===== config.mk =====
export PLATFORM = sky130hd
export DESIGN_NAME = inst_fetch_ctrl
export DESIGN_NICKNAME = d
export VERILOG_FILES = /design/src/rtl/inst_fetch_ctrl.sv
export SDC_FILE = /design/constraint.sdc
export NUM_CORES = 1
export LEC_CHECK = 0
export ABC_AREA = 1
export ABC_CLOCK_PERIOD_IN_PS = 2200
export CAP_MARGIN = 15
export CELL_PAD_IN_SITES_DETAIL_PLACEMENT = 1
export CELL_PAD_IN_SITES_GLOBAL_PLACEMENT = 2
export CORE_ASPECT_RATIO = 1.75
export CORE_MARGIN = 3
export CORE_UTILIZATION = 20
export CTS_BUF_LIST = sky130_fd_sc_hd__clkbuf_4 sky130_fd_sc_hd__clkbuf_8
export CTS_CLUSTER_DIAMETER = 150
export DETAILED_ROUTE_END_ITERATION = 12
export GPL_TIMING_DRIVEN = 0
export PLACE_DENSITY = 0.95
export SLEW_MARGIN = 15
export SYNTH_ARGS = -nofsm -noshare
export SYNTH_HDL_FRONTEND = slang
export SYNTH_SLANG_ARGS = --single-unit

===== constraint.sdc =====
create_clock -name clk -period 2.2 [get_ports clk]
set_clock_uncertainty 0.2 [all_clocks]
set_input_delay 0.55 -clock clk [delete_from_list [all_inputs] [get_ports clk]]
set_output_delay 0.55 -clock clk [all_outputs]
set_load 0.005 [all_outputs]

===== src/rtl/inst_fetch_ctrl.sv =====
// -----------------------------------------------------------------------------
// inst_fetch_ctrl -- instruction fetch controller
//
// Issues one I-side bus read at a time at the fetch PC and writes the returned
// word(s) into the instruction FIFO. A flush redirects the fetch PC. Any fetch
// in flight when the flush arrives is still completed on the bus, but its data
// is discarded.
//
// Build option:
//   FETCH_DUAL_EN  when defined, an 8-byte aligned PC (pc[2]==0) writes both
//                  returned words and advances pc by 8. When undefined, only
//                  the first word is written and pc always advances by 4.
//
// Ports:
//   clk, rst                      clock, async active-low reset
//   fifo_full                     FIFO has fewer than 2 free slots (IDLE only)
//   flush, flush_pc               redirect request and target
//   inst_req, inst_addr           bus request valid / address
//   inst_addr_ok, inst_data_ok    bus address accept / read data return
//   inst_rdata1, inst_rdata2      words at inst_addr and inst_addr+4
//   write_en1/2, write_address1/2, write_data1/2   FIFO write ports
// -----------------------------------------------------------------------------

// One FIFO write lane: zeroes the address/data whenever the lane is not
// writing, so the FIFO-side buses are quiet outside write cycles.
module inst_fetch_ctrl_wr_lane (
  input  logic        en_i,
  input  logic [31:0] addr_i,
  input  logic [31:0] data_i,
  output logic [31:0] addr_o,
  output logic [31:0] data_o
);
  assign addr_o = en_i ? addr_i : 32'd0;
  assign data_o = en_i ? data_i : 32'd0;
endmodule

module inst_fetch_ctrl (
  input  logic        clk,
  input  logic        rst,
  input  logic        fifo_full,
  input  logic        flush,
  input  logic [31:0] flush_pc,
  output logic        inst_req,
  output logic [31:0] inst_addr,
  input  logic        inst_addr_ok,
  input  logic        inst_data_ok,
  input  logic [31:0] inst_rdata1,
  input  logic [31:0] inst_rdata2,
  output logic        write_en1,
  output logic        write_en2,
  output logic [31:0] write_address1,
  output logic [31:0] write_address2,
  output logic [31:0] write_data1,
  output logic [31:0] write_data2
);
  localparam int          NUM_LANES = 2;
  localparam logic [31:0] RESET_PC  = 32'hBFC0_0000;

  typedef enum logic [2:0] {
    S_IDLE      = 3'd0,
    S_REQ       = 3'd1,
    S_WAIT      = 3'd2,
    S_DROP_REQ  = 3'd3,
    S_DROP_WAIT = 3'd4
  } state_e;

  state_e      state_q, state_d;
  logic [31:0] pc_q, pc_d;
  // Address held on the bus; kept separate from pc so a flush while a request
  // is still unaccepted does not disturb inst_addr.
  logic [31:0] req_addr_q, req_addr_d;
  logic        wr_fire;
  logic        dual_sel;

  logic [NUM_LANES-1:0]       lane_en;
  logic [NUM_LANES-1:0][31:0] lane_addr, lane_data;
  logic [NUM_LANES-1:0][31:0] lane_addr_o, lane_data_o;

`ifdef FETCH_DUAL_EN
  // Second word is written only when both words lie in the same 8-byte block.
  assign dual_sel = ~pc_q[2];
`else
  assign dual_sel = 1'b0;
`endif

  always_ff @(posedge clk or negedge rst) begin
    if (!rst) begin
      state_q    <= S_IDLE;
      pc_q       <= RESET_PC;
      req_addr_q <= RESET_PC;
    end else begin
      state_q    <= state_d;
      pc_q       <= pc_d;
      req_addr_q <= req_addr_d;
    end
  end

  always_comb begin
    state_d    = state_q;
    pc_d       = pc_q;
    req_addr_d = req_addr_q;
    inst_req   = 1'b0;
    wr_fire    = 1'b0;

    case (state_q)
      S_IDLE: begin
        // FIFO room is checked only here; a fetch in flight always fits.
        if (!fifo_full && !flush) begin
          state_d    = S_REQ;
          req_addr_d = pc_q;
        end
      end
      S_REQ: begin
        inst_req = 1'b1;
        if (inst_addr_ok) state_d = flush ? S_DROP_WAIT : S_WAIT;
        else if (flush)   state_d = S_DROP_REQ;
      end
      S_WAIT: begin
        if (inst_data_ok) begin
          state_d = S_IDLE;
          wr_fire = ~flush;
        end else if (flush) begin
          state_d = S_DROP_WAIT;
        end
      end
      S_DROP_REQ: begin
        // Request must stay up until accepted, even though its data is dead.
        inst_req = 1'b1;
        if (inst_addr_ok) state_d = S_DROP_WAIT;
      end
      S_DROP_WAIT: begin
        if (inst_data_ok) state_d = S_IDLE;
      end
      default: state_d = S_IDLE;
    endcase

    if (wr_fire) pc_d = pc_q + (dual_sel ? 32'd8 : 32'd4);
    // Redirect wins over the sequential advance.
    if (flush)   pc_d = flush_pc;
  end

  assign inst_addr = req_addr_q;

  assign lane_en   = {wr_fire & dual_sel, wr_fire};
  assign lane_addr = {pc_q + 32'd4, pc_q};
  assign lane_data = {inst_rdata2, inst_rdata1};

  for (genvar g = 0; g < NUM_LANES; g++) begin : g_lane
    inst_fetch_ctrl_wr_lane u_lane (
      .en_i   (lane_en[g]),
      .addr_i (lane_addr[g]),
      .data_i (lane_data[g]),
      .addr_o (lane_addr_o[g]),
      .data_o (lane_data_o[g])
    );
  end

  assign write_en1      = lane_en[0];
  assign write_en2      = lane_en[1];
  assign write_address1 = lane_addr_o[0];
  assign write_address2 = lane_addr_o[1];
  assign write_data1    = lane_data_o[0];
  assign write_data2    = lane_data_o[1];

endmodule


==> flow_summary.ini, run 1 <==
[yosys]
synth.distinct_cells = 32
synth_edf_count = 0
yosysWarnings = 0
syn_avg_cell_area_um2 = 6.98
ys_ff_latch = 67
async_flop_share_pct = 100
synth_seq_area_share_pct = 36.7
netlist_area_um2 = 4620
ys.flop_type = dfrtp_1
syn_inst = 663

[global_routing]
grt_pass1_vias = 5408
antenna_found_initial = 1
grt_max_degree = 56
grt_pass1_wl_um = 29400
track_usage_pct = 15.2
overflow = 0

[sta]
setup_ws_ps = -271
fin_crit_ps = 2470
drv_slew = 0
slew_headroom_pct = 52.5
tightest_slew_ps = 713
rsz0062_at_grt = true
setup_viol = 62
fmaxAchievable_mhz = 405
fin_crit_sh_pct = 112
holdWs_ps = 290
finalHoldViolations = 0

[routing]
via_count = 5159
drcViolationCount = 0
wl_per_cell_um = 16.1
first_iter_violations = 142
ant_nets = 0
drt-total-wl_um = 20000
first_pass_iters = 4
vias_per_cell = 4.17

[worst_setup_path]
critical_path_class = reg2out
critPathMaxStageDelay_ps = 410
worstPathMaxFanout = 5
cp.arrival_ps = 1720
crit_family = buffers and inverters
reg2reg_slack_ps = 250
crit_required_ps = 1450
crit_path_frequent_cell = clkbuf_16
path_cells = inv_2, nand3_4, nor2_4, inv_4, clkbuf_16, clkbuf_16, nor2_1, buf_2
slowest_stage = dfrtp_1
cp-end-kind = primary output
crit_path_start_kind = register
critPathBufInv = 5

[floorplanning]
std_cell_rows = 73
dieArea_um2 = 25100
design.portCount = 265
die_h_um = 207
fp.dieW_um = 121
core_um2 = 22700
initial_core_util_pct = 20.3

[cells_and_area]
finalCoreUtilization_pct = 33.8
nFillCells = 2790
finalNetCount = 1035
area_growth_pct = 66.4
drive_gt1_share_pct = 31.7

[min_path]
holdCritPathClass = reg2reg

[clocking]
cts_buffer_depth = 2
cts_tree = done
numCtsBuffers = 9
cts-root-buf = clkbuf_8
cts-htree-levels = 3
clock-sinks = 67
insertion_delay_ps = 370
cts.clk_slew.worst_paths_ps = 80

[status]
violations = negative setup slack
status = finished, violations left

[pwr]
vdd_ir_drop_max_mv = 0.323
power_density_nw_per_um2 = 730
leakagePower_nw = 3.88

[job]
maxCapViolCount = 0

[placed_design]
gp_congestion = 0.821
port_buffers = 166
dp.final_hpwl_um = 15500
==> cells by family (layout without fill, tap and decap cells) <==
family / after synthesis / after routing / synth area share, %
and+or+nand+nor: 347 / 347 / 32.4
buffers and inverters: 176 / 386 / 21.2
DFF: 67 / 67 / 36.7
AOI/OAI and AO/OA: 62 / 62 / 7.41
xor gates and xnor gates: 7 / 7 / 1.33
muxes: 2 / 2 / 0.487
adders and majority gates: 1 / 1 / 0.271
other: 1 / 66 / 0.0811
==> layout by cell type (no fill, tap or decap), drive strengths merged <==
| master | n |
|---|---|
| buf | 168 |
| nand2 | 166 |
| nor2 | 128 |
| clkdlybuf4s50 | 96 |
| inv | 87 |
| conb | 65 |
| dfrtp | 49 |
| o21ai | 46 |
| nand3 | 36 |
| clkbuf | 26 |
| dfstp | 18 |
| nand4 | 10 |
| xor2 | 7 |
| nor3 | 6 |
| o211ai | 5 |
| o22ai | 3 |
| o221ai | 3 |
| bufinv | 3 |
| dlymetal6s2s | 3 |
| a21oi | 2 |
| a31oi | 2 |
| mux2 | 2 |
| clkinv | 2 |
| diode | 1 |
| nand3b | 1 |
| o21bai | 1 |
| ha | 1 |
| dlygate4sd3 | 1 |
==> Yosys cell counts, types with 8 or more instances <==
cell type    n  area (um^2)
nand4_1     10         62.6
nand2_1    158          593
dfstp_2     18          473
o21ai_1     14         70.1
dfrtp_1     49         1230
buf_6        8         90.1
inv_1       80          300
clkbuf_1     8         30.0
nor2_1     114          428
o21ai_0     32          160
buf_4       68          510
nand3_1     35          175
==> area by class of cell <==
type / instances / area, um^2 / area share (%)
multi-input cells: 484 / 2550 / 33.2
plain buffers: 88 / 733 / 9.53
clock inverters: 5 / 100 / 1.30
clock buffers: 11 / 145 / 1.89
diodes: 1 / 2.50 / 0.0325
repair buffers: 195 / 1760 / 22.8
well taps: 300 / 375 / 4.88
inverters: 87 / 332 / 4.31
flip-flops and latches: 67 / 1700 / 22.1
==> tightest hold or removal path: cells and delay by family (launching register included) <==
family / cells / cell delay [ps]
compound gates: 1 / 70
flops: 1 / 370
simple gates: 1 / 50
==> worst paths after layout <==
path                                            from                        end  cells past startpoint
min                        inst_addr[25]$_DFFE_PN1P_  inst_addr[25]$_DFFE_PN1P_                      2
min in group asynchronous                        rst  inst_addr[30]$_DFFE_PN0P_                      2
max in group asynchronous                        rst       pc_q[31]$_DFFE_PN1P_                      3
max                           state_q[2]$_DFFE_PN0P_            write_data1[19]                      8
max reg2reg                      pc_q[3]$_DFFE_PN0P_       pc_q[20]$_DFFE_PN0P_                     10
min reg2reg                inst_addr[25]$_DFFE_PN1P_  inst_addr[25]$_DFFE_PN1P_                      2
==> power by group <==
part           leakage [nW]  switching, mW  internal, mW  total [mW]
Sequential            0.790          0.288          1.70        1.98
Clock                 0.127          0.516         0.793        1.31
Combinational          2.96           1.15          1.17        2.32
==> flip-flops by register name, summed over array words and instances, names as in the netlist <==
name / count
pc_q: 32
state_q: 3
inst_addr: 32
==> repair_timing <==
action / 4_1_cts / 5_1_grt
endpoints found under the hold margin: 7 / 0
gates cloned: 2 / 4
hold buffers: 1 / 0
buffers inserted: 15 / 9
setup endpoints to repair: 66 / 67
gates resized for setup: 306 / 100
pin swaps: 5 / 5
==> per-layer routing <==
layer / up-vias / track usage, % / part of all wire (%)
met5: - / 0 / 0
met4: 0 / 7.86 / 5.2
met3: 39 / 3.82 / 6.8
met2: 208 / 30.2 / 55
met1: 2458 / 13.6 / 33
li1: 2454 / - / -
==> through the flow <==
| stage | std cells | instance area, um^2 | setup slack, ps | TNS (ps) | total power [mW] |
|---|---|---|---|---|---|
| after global routing | 1238 | 7690 | -333 | -17850 | 5.99 |
| after detailed placement | 1194 | 6930 | -1180 | -79600 | 4.12 |
| after floorplan | 727 | 4860 | 82.3 | 0 | 2.91 |
| final | 1238 | 7690 | -271 | -13930 | 5.61 |
| after global placement | 1193 | 6900 | -2160 | -203720 | 4.05 |
| after CTS | 1226 | 7330 | -367 | -18490 | 5.57 |
Power figures use the tool's default switching activity.
==> run 2, diff against run 1 <==
--- a/config.mk
+++ b/config.mk
@@ -6,7 +6,7 @@
 export NUM_CORES = 1
 export LEC_CHECK = 0
 export ABC_AREA = 1
-export ABC_CLOCK_PERIOD_IN_PS = 2200
+export ABC_CLOCK_PERIOD_IN_PS = 2700
 export CAP_MARGIN = 15
 export CELL_PAD_IN_SITES_DETAIL_PLACEMENT = 1
 export CELL_PAD_IN_SITES_GLOBAL_PLACEMENT = 2
@@ -17,6 +17,7 @@
 export CTS_CLUSTER_DIAMETER = 150
 export DETAILED_ROUTE_END_ITERATION = 12
 export GPL_TIMING_DRIVEN = 0
+export HOLD_SLACK_MARGIN = 0.06
 export PLACE_DENSITY = 0.95
 export SLEW_MARGIN = 15
 export SYNTH_ARGS = -nofsm -noshare
==> constraint.sdc (replaced) <==
create_clock -name clk -period 2.7 [get_ports clk]
set_clock_uncertainty 0.2 [all_clocks]
set_input_delay 0.675 -clock clk [delete_from_list [all_inputs] [get_ports clk]]
set_output_delay 0.675 -clock clk [all_outputs]
set_load 0.005 [all_outputs]
==> run 2 against run 1 <==
- sequential share of layout area is 1.7 points higher
- global-route usage is 0.28 points lower
- wire length is 4.4% lower
- via count is 2.7% lower
- the run now ends clean
- first-iteration DRC count is 9.2% higher
- largest power group unchanged
==> flow_summary.ini, run 2 (same netlist as run 1, synthesis figures left out) <==
[cells_and_area]
multi_input_area_um2 = 2210
finalNetCount = 1017
layout_commonest_cell = nand2_1
area_growth_pct = 54.6
drive_gt1_share_pct = 23.1
final_cell_mix = nand2_1 (158), nor2_1 (106), clkdlybuf4s50_1 (100), inv_1 (80), buf_4 (77)
regArea_um2 = 1700
nFillCells = 2850

[floorplanning]
design.portCount = 265
core_um2 = 22700
std_cell_rows = 73
fp.dieW_um = 121
die_h_um = 207
dieArea_um2 = 25100
initial_core_util_pct = 20.3

[global_routing]
grt_max_degree = 56
grt_pass1_vias = 5335
overflow = 0
grt_pass1_wl_um = 28800
antenna_found_initial = 1
track_usage_pct = 15.0

[worst_setup_path]
reg2reg_slack_ps = 610
critical_path_class = reg2out
cp-end-kind = primary output
cp.arrival_ps = 1820
worstPathMaxFanout = 12
crit_required_ps = 1820
crit_path_start_kind = register

[sta]
rsz0062_at_grt = true
fmaxAchievable_mhz = 371
slew_headroom_pct = 53.8
setup_viol = 0
tightest_slew_ps = 692
fin_crit_sh_pct = 99.8
holdWs_ps = 289
drv_slew = 0
fin_crit_ps = 2690
finalHoldViolations = 0

[clocking]
insertion_delay_ps = 370
clock-sinks = 67
cts-htree-levels = 3
cts-root-buf = clkbuf_8
cts_tree = done
cts.clk_slew.worst_paths_ps = 80
cts_buffer_depth = 2
numCtsBuffers = 9

[pwr]
leakagePower_nw = 3.71
power_mw = 4.43
power_density_nw_per_um2 = 620
vdd_ir_drop_max_mv = 0.262

[routing]
first_pass_iters = 4
drt-total-wl_um = 19100
first_iter_violations = 155
via_count = 5022
drcViolationCount = 0
wl_per_cell_um = 15.7
vias_per_cell = 4.12
ant_nets = 0

[placed_design]
dp.final_hpwl_um = 15500
gp_congestion = 0.821
port_buffers = 166

[min_path]
holdCritPathClass = reg2reg

[status]
status = completed

[job]
maxCapViolCount = 0
## run 2: cell type report
cell class	count	share of cell area, %
flip-flops and latches	67	23.8
diodes	1	0.0350
clock buffers	11	2.03
clock inverters	5	1.40
repair buffers	177	22.1
multi-input cells	484	31.0
inverters	87	4.60
well taps	300	5.25
plain buffers	88	9.84
## run 2: final timing paths
path                                                start                        end  depth (start not counted)
min in group asynchronous                             rst   inst_addr[0]$_DFFE_PN0P_                          2
worst max register to register     state_q[0]$_DFFE_PN0P_  inst_addr[20]$_DFFE_PN0P_                          6
worst min-delay path            inst_addr[25]$_DFFE_PN1P_  inst_addr[25]$_DFFE_PN1P_                          2
worst max-delay path               state_q[2]$_DFFE_PN0P_                  write_en1                          5
max in group asynchronous                             rst       pc_q[29]$_DFFE_PN1P_                          3
worst min register to register  inst_addr[25]$_DFFE_PN1P_  inst_addr[25]$_DFFE_PN1P_                          2
## run 2: metrics by stage
stage / setup WS [ps] / TNS (ps) / cell area [um^2] / utilization [%] / instances
2_1_floorplan: 332 / 0 / 4860 / - / 727
3_3_place_gp: -1790 / -155000 / 6900 / 30.3 / 1193
3_5_place_dp: -933 / -54380 / 6930 / 30.5 / 1194
4_1_cts: -72.7 / -196 / 7260 / 31.9 / 1217
5_1_grt: -64.3 / -648 / 7150 / 31.4 / 1220
6_report: 5.88 / 0 / 7150 / 31.4 / 1220
## run 2: power breakdown
group	internal [mW]	switching (mW)	total, mW
clock	0.646	0.420	1.07
sequential	1.38	0.235	1.62
combinational	0.906	0.845	1.75
## run 2: timing repair
item | in CTS | in global routing
hold buffers | 1 | 0
setup buffers | 8 | 2
setup endpoints to repair | 65 | 50
resized for setup | 134 | 58
endpoints found under the hold margin | 7 | 0
pin swaps | 1 | 1
## run 2: routing by layer
metal	part of all wire (%)	GRT usage, %	up-vias
li1	-	-	2416
met3	7.7	3.80	29
met5	0	0	-
met1	33	13.5	2366
met4	3.6	6.85	0
met2	56	29.9	211
## run 2: critical path, stage by stage, from the launching register on
cell and delay, ps:
dfrtp_1 400, inv_2 90, nand3_4 100, nor2_4 130, buf_6 190, clkdlybuf4s50_1 540
==> run 3, diff against run 2 <==
--- a/config.mk
+++ b/config.mk
@@ -19,7 +19,6 @@
 export GPL_TIMING_DRIVEN = 0
 export HOLD_SLACK_MARGIN = 0.06
 export PLACE_DENSITY = 0.95
-export SLEW_MARGIN = 15
 export SYNTH_ARGS = -nofsm -noshare
 export SYNTH_HDL_FRONTEND = slang
 export SYNTH_SLANG_ARGS = --single-unit
==> run 3 against run 2 <==
- fmax increased by 0.76%
- sequential power is essentially flat
- clock power down 6%
- non-clock buffer count grew 4
- cell area fell by 0.26%
- first-iteration DRC count shrank 25%
- core utilization is 0.083 points lower
- largest cell class unchanged
- largest power group unchanged
==> flow_summary.ini, run 3 (same netlist as run 1, synthesis figures left out) <==
[worst_setup_path]
critPathBufInv = 3
crit_family = buffers and inverters
crit_path_start_kind = register
crit_required_ps = 1820
worstPathMaxFanout = 12
slowest_stage = clkdlybuf4s50_1
r2r_end = inst_addr[20]$_DFFE_PN0P_
crit_end = write_en1
reg2reg_slack_ps = 640
cp.arrival_ps = 1800
critical_path_class = reg2out
reg2reg_depth = 6
path_cells = inv_2, nand3_4, nor2_4, buf_6, clkdlybuf4s50_1
critPathMaxStageDelay_ps = 540
r2r-start = state_q[0]$_DFFE_PN0P_
cp-end-kind = primary output
critPathLaunch = state_q[0]$_DFFE_PN0P_
path_depth = 5

[clocking]
numCtsBuffers = 9
cts-htree-levels = 3
insertion_delay_ps = 370
cts-root-buf = clkbuf_8
cts.clk_slew.worst_paths_ps = 80
cts_buffer_depth = 2
clock-sinks = 67
cts_tree = done

[pwr]
power_density_nw_per_um2 = 613
vdd_ir_drop_max_mv = 0.259
leakagePower_nw = 3.70
power_mw = 4.37

[cells_and_area]
finalNetCount = 1021
design_area_um2 = 7130
layout_commonest_cell = nand2_1
final_cell_mix = nand2_1 (158), nor2_1 (106), clkdlybuf4s50_1 (100), buf_4 (81), inv_1 (80)
area_growth_pct = 54.2
finalCoreUtilization_pct = 31.3
drive_gt1_share_pct = 23.5
fin_cells = 1225

[placed_design]
place_area_um2 = 6930
port_buffers = 166
gp_congestion = 0.821
dp_cells = 1194
dp.final_hpwl_um = 15500

[routing]
first_iter_violations = 116
via_count = 5023
vias_per_cell = 4.10
drcViolationCount = 0
first_pass_iters = 4
ant_nets = 0
drt-total-wl_um = 18900
wl_per_cell_um = 15.4

[status]
status = completed

[floorplanning]
die_h_um = 207
design.portCount = 265
initial_core_util_pct = 20.3
fp.dieW_um = 121
std_cell_rows = 73
core_um2 = 22700
dieArea_um2 = 25100

[global_routing]
track_usage_pct = 14.9
grt_max_degree = 59
met2_usage_pct = 29.7
overflow = 0
antenna_found_initial = 2
gr-max-usage-layer = met2
grt_pass1_vias = 5346
use_met3_pct = 3.58
grt_pass1_wl_um = 28800
grt.met1_usage_pct = 13.4

[job]
maxCapViolCount = 0

[sta]
fin_crit_ps = 2670
setup_viol = 0
slew_headroom_pct = 55.0
fmaxAchievable_mhz = 374
finalHoldViolations = 0
fin_crit_sh_pct = 99.0
drv_slew = 0
rsz0062_at_grt = true
tightest_slew_ps = 675

[min_path]
holdCritPathClass = reg2reg
[run 3: cell types whose count changed in the layout (fill, tap and decap cells not counted), moves of 2 or more]
| cell | previous run | this run |
|---|---|---|
| clkdlybuf4s15_1 | 0 | 2 |
| buf_2 | 8 | 6 |
| clkbuf_2 | 30 | 38 |
| dlygate4sd2_1 | 16 | 13 |
| clkdlybuf4s15_2 | 10 | 5 |
| buf_4 | 77 | 81 |
[run 3: metrics by stage]
step / TNS (ps) / hold WS [ps] / setup WS (ps)
final: 0 / 289 / 26.3
after global routing: -255 / 318 / -47.9
after CTS: -113 / 297 / -72.3
after detailed placement: -54270 / 279 / -931
after global placement: -155000 / 267 / -1790
after floorplan: 0 / 179 / 332
[run 3: how the worst min path moves through the flow]
stage,depth (start not counted),start,end,slack [ps]
4_1_cts,2,inst_addr[30]$_DFFE_PN0P_,inst_addr[30]$_DFFE_PN0P_,300
3_3_place_gp,2,inst_addr[17]$_DFFE_PN0P_,inst_addr[17]$_DFFE_PN0P_,270
6_report,2,inst_addr[17]$_DFFE_PN0P_,inst_addr[17]$_DFFE_PN0P_,290
2_1_floorplan,0,rst,inst_addr[0]$_DFFE_PN0P_,180
5_1_grt,2,inst_addr[16]$_DFFE_PN0P_,inst_addr[16]$_DFFE_PN0P_,320
3_5_place_dp,2,inst_addr[17]$_DFFE_PN0P_,inst_addr[17]$_DFFE_PN0P_,280
[run 3: tightest hold or removal path, stage by stage, from the launching register on]
cell and delay (ps):
dfrtp_1 350, nand2_1 50, o21ai_0 60
[run 3: area by class of cell]
| type | instances | area (um^2) |
|---|---|---|
| clock inverter | 4 | 72.6 |
| clock buffer | 12 | 159 |
| timing repair buffer | 181 | 1580 |
| fill | 2841 | 15600 |
| buffer | 88 | 698 |
| sequential | 67 | 1700 |
| antenna | 2 | 5.00 |
| inverter | 87 | 329 |
| multi-input combinational | 484 | 2210 |
| tap | 300 | 375 |
[run 3: where the power goes]
group	internal (mW)	switching (mW)	total, mW
Sequential	1.38	0.235	1.62
Combinational	0.907	0.839	1.75
Clock	0.580	0.427	1.01
[run 3: per-layer routing]
metal | part of all wire, % | vias to the layer above
li1 | - | 2424
met1 | 33 | 2364
met2 | 56 | 200
met3 | 7.3 | 35
met4 | 4.0 | 0
met5 | 0 | -
[run 3: repair_timing]
action | CTS | global route
endpoints found under the setup margin | 65 | 51
setup buffers | 8 | 6
gates resized for setup | 120 | 74
pin swaps | 1 | 1
hold buffers | 1 | 0
hold endpoints to repair | 7 | 0
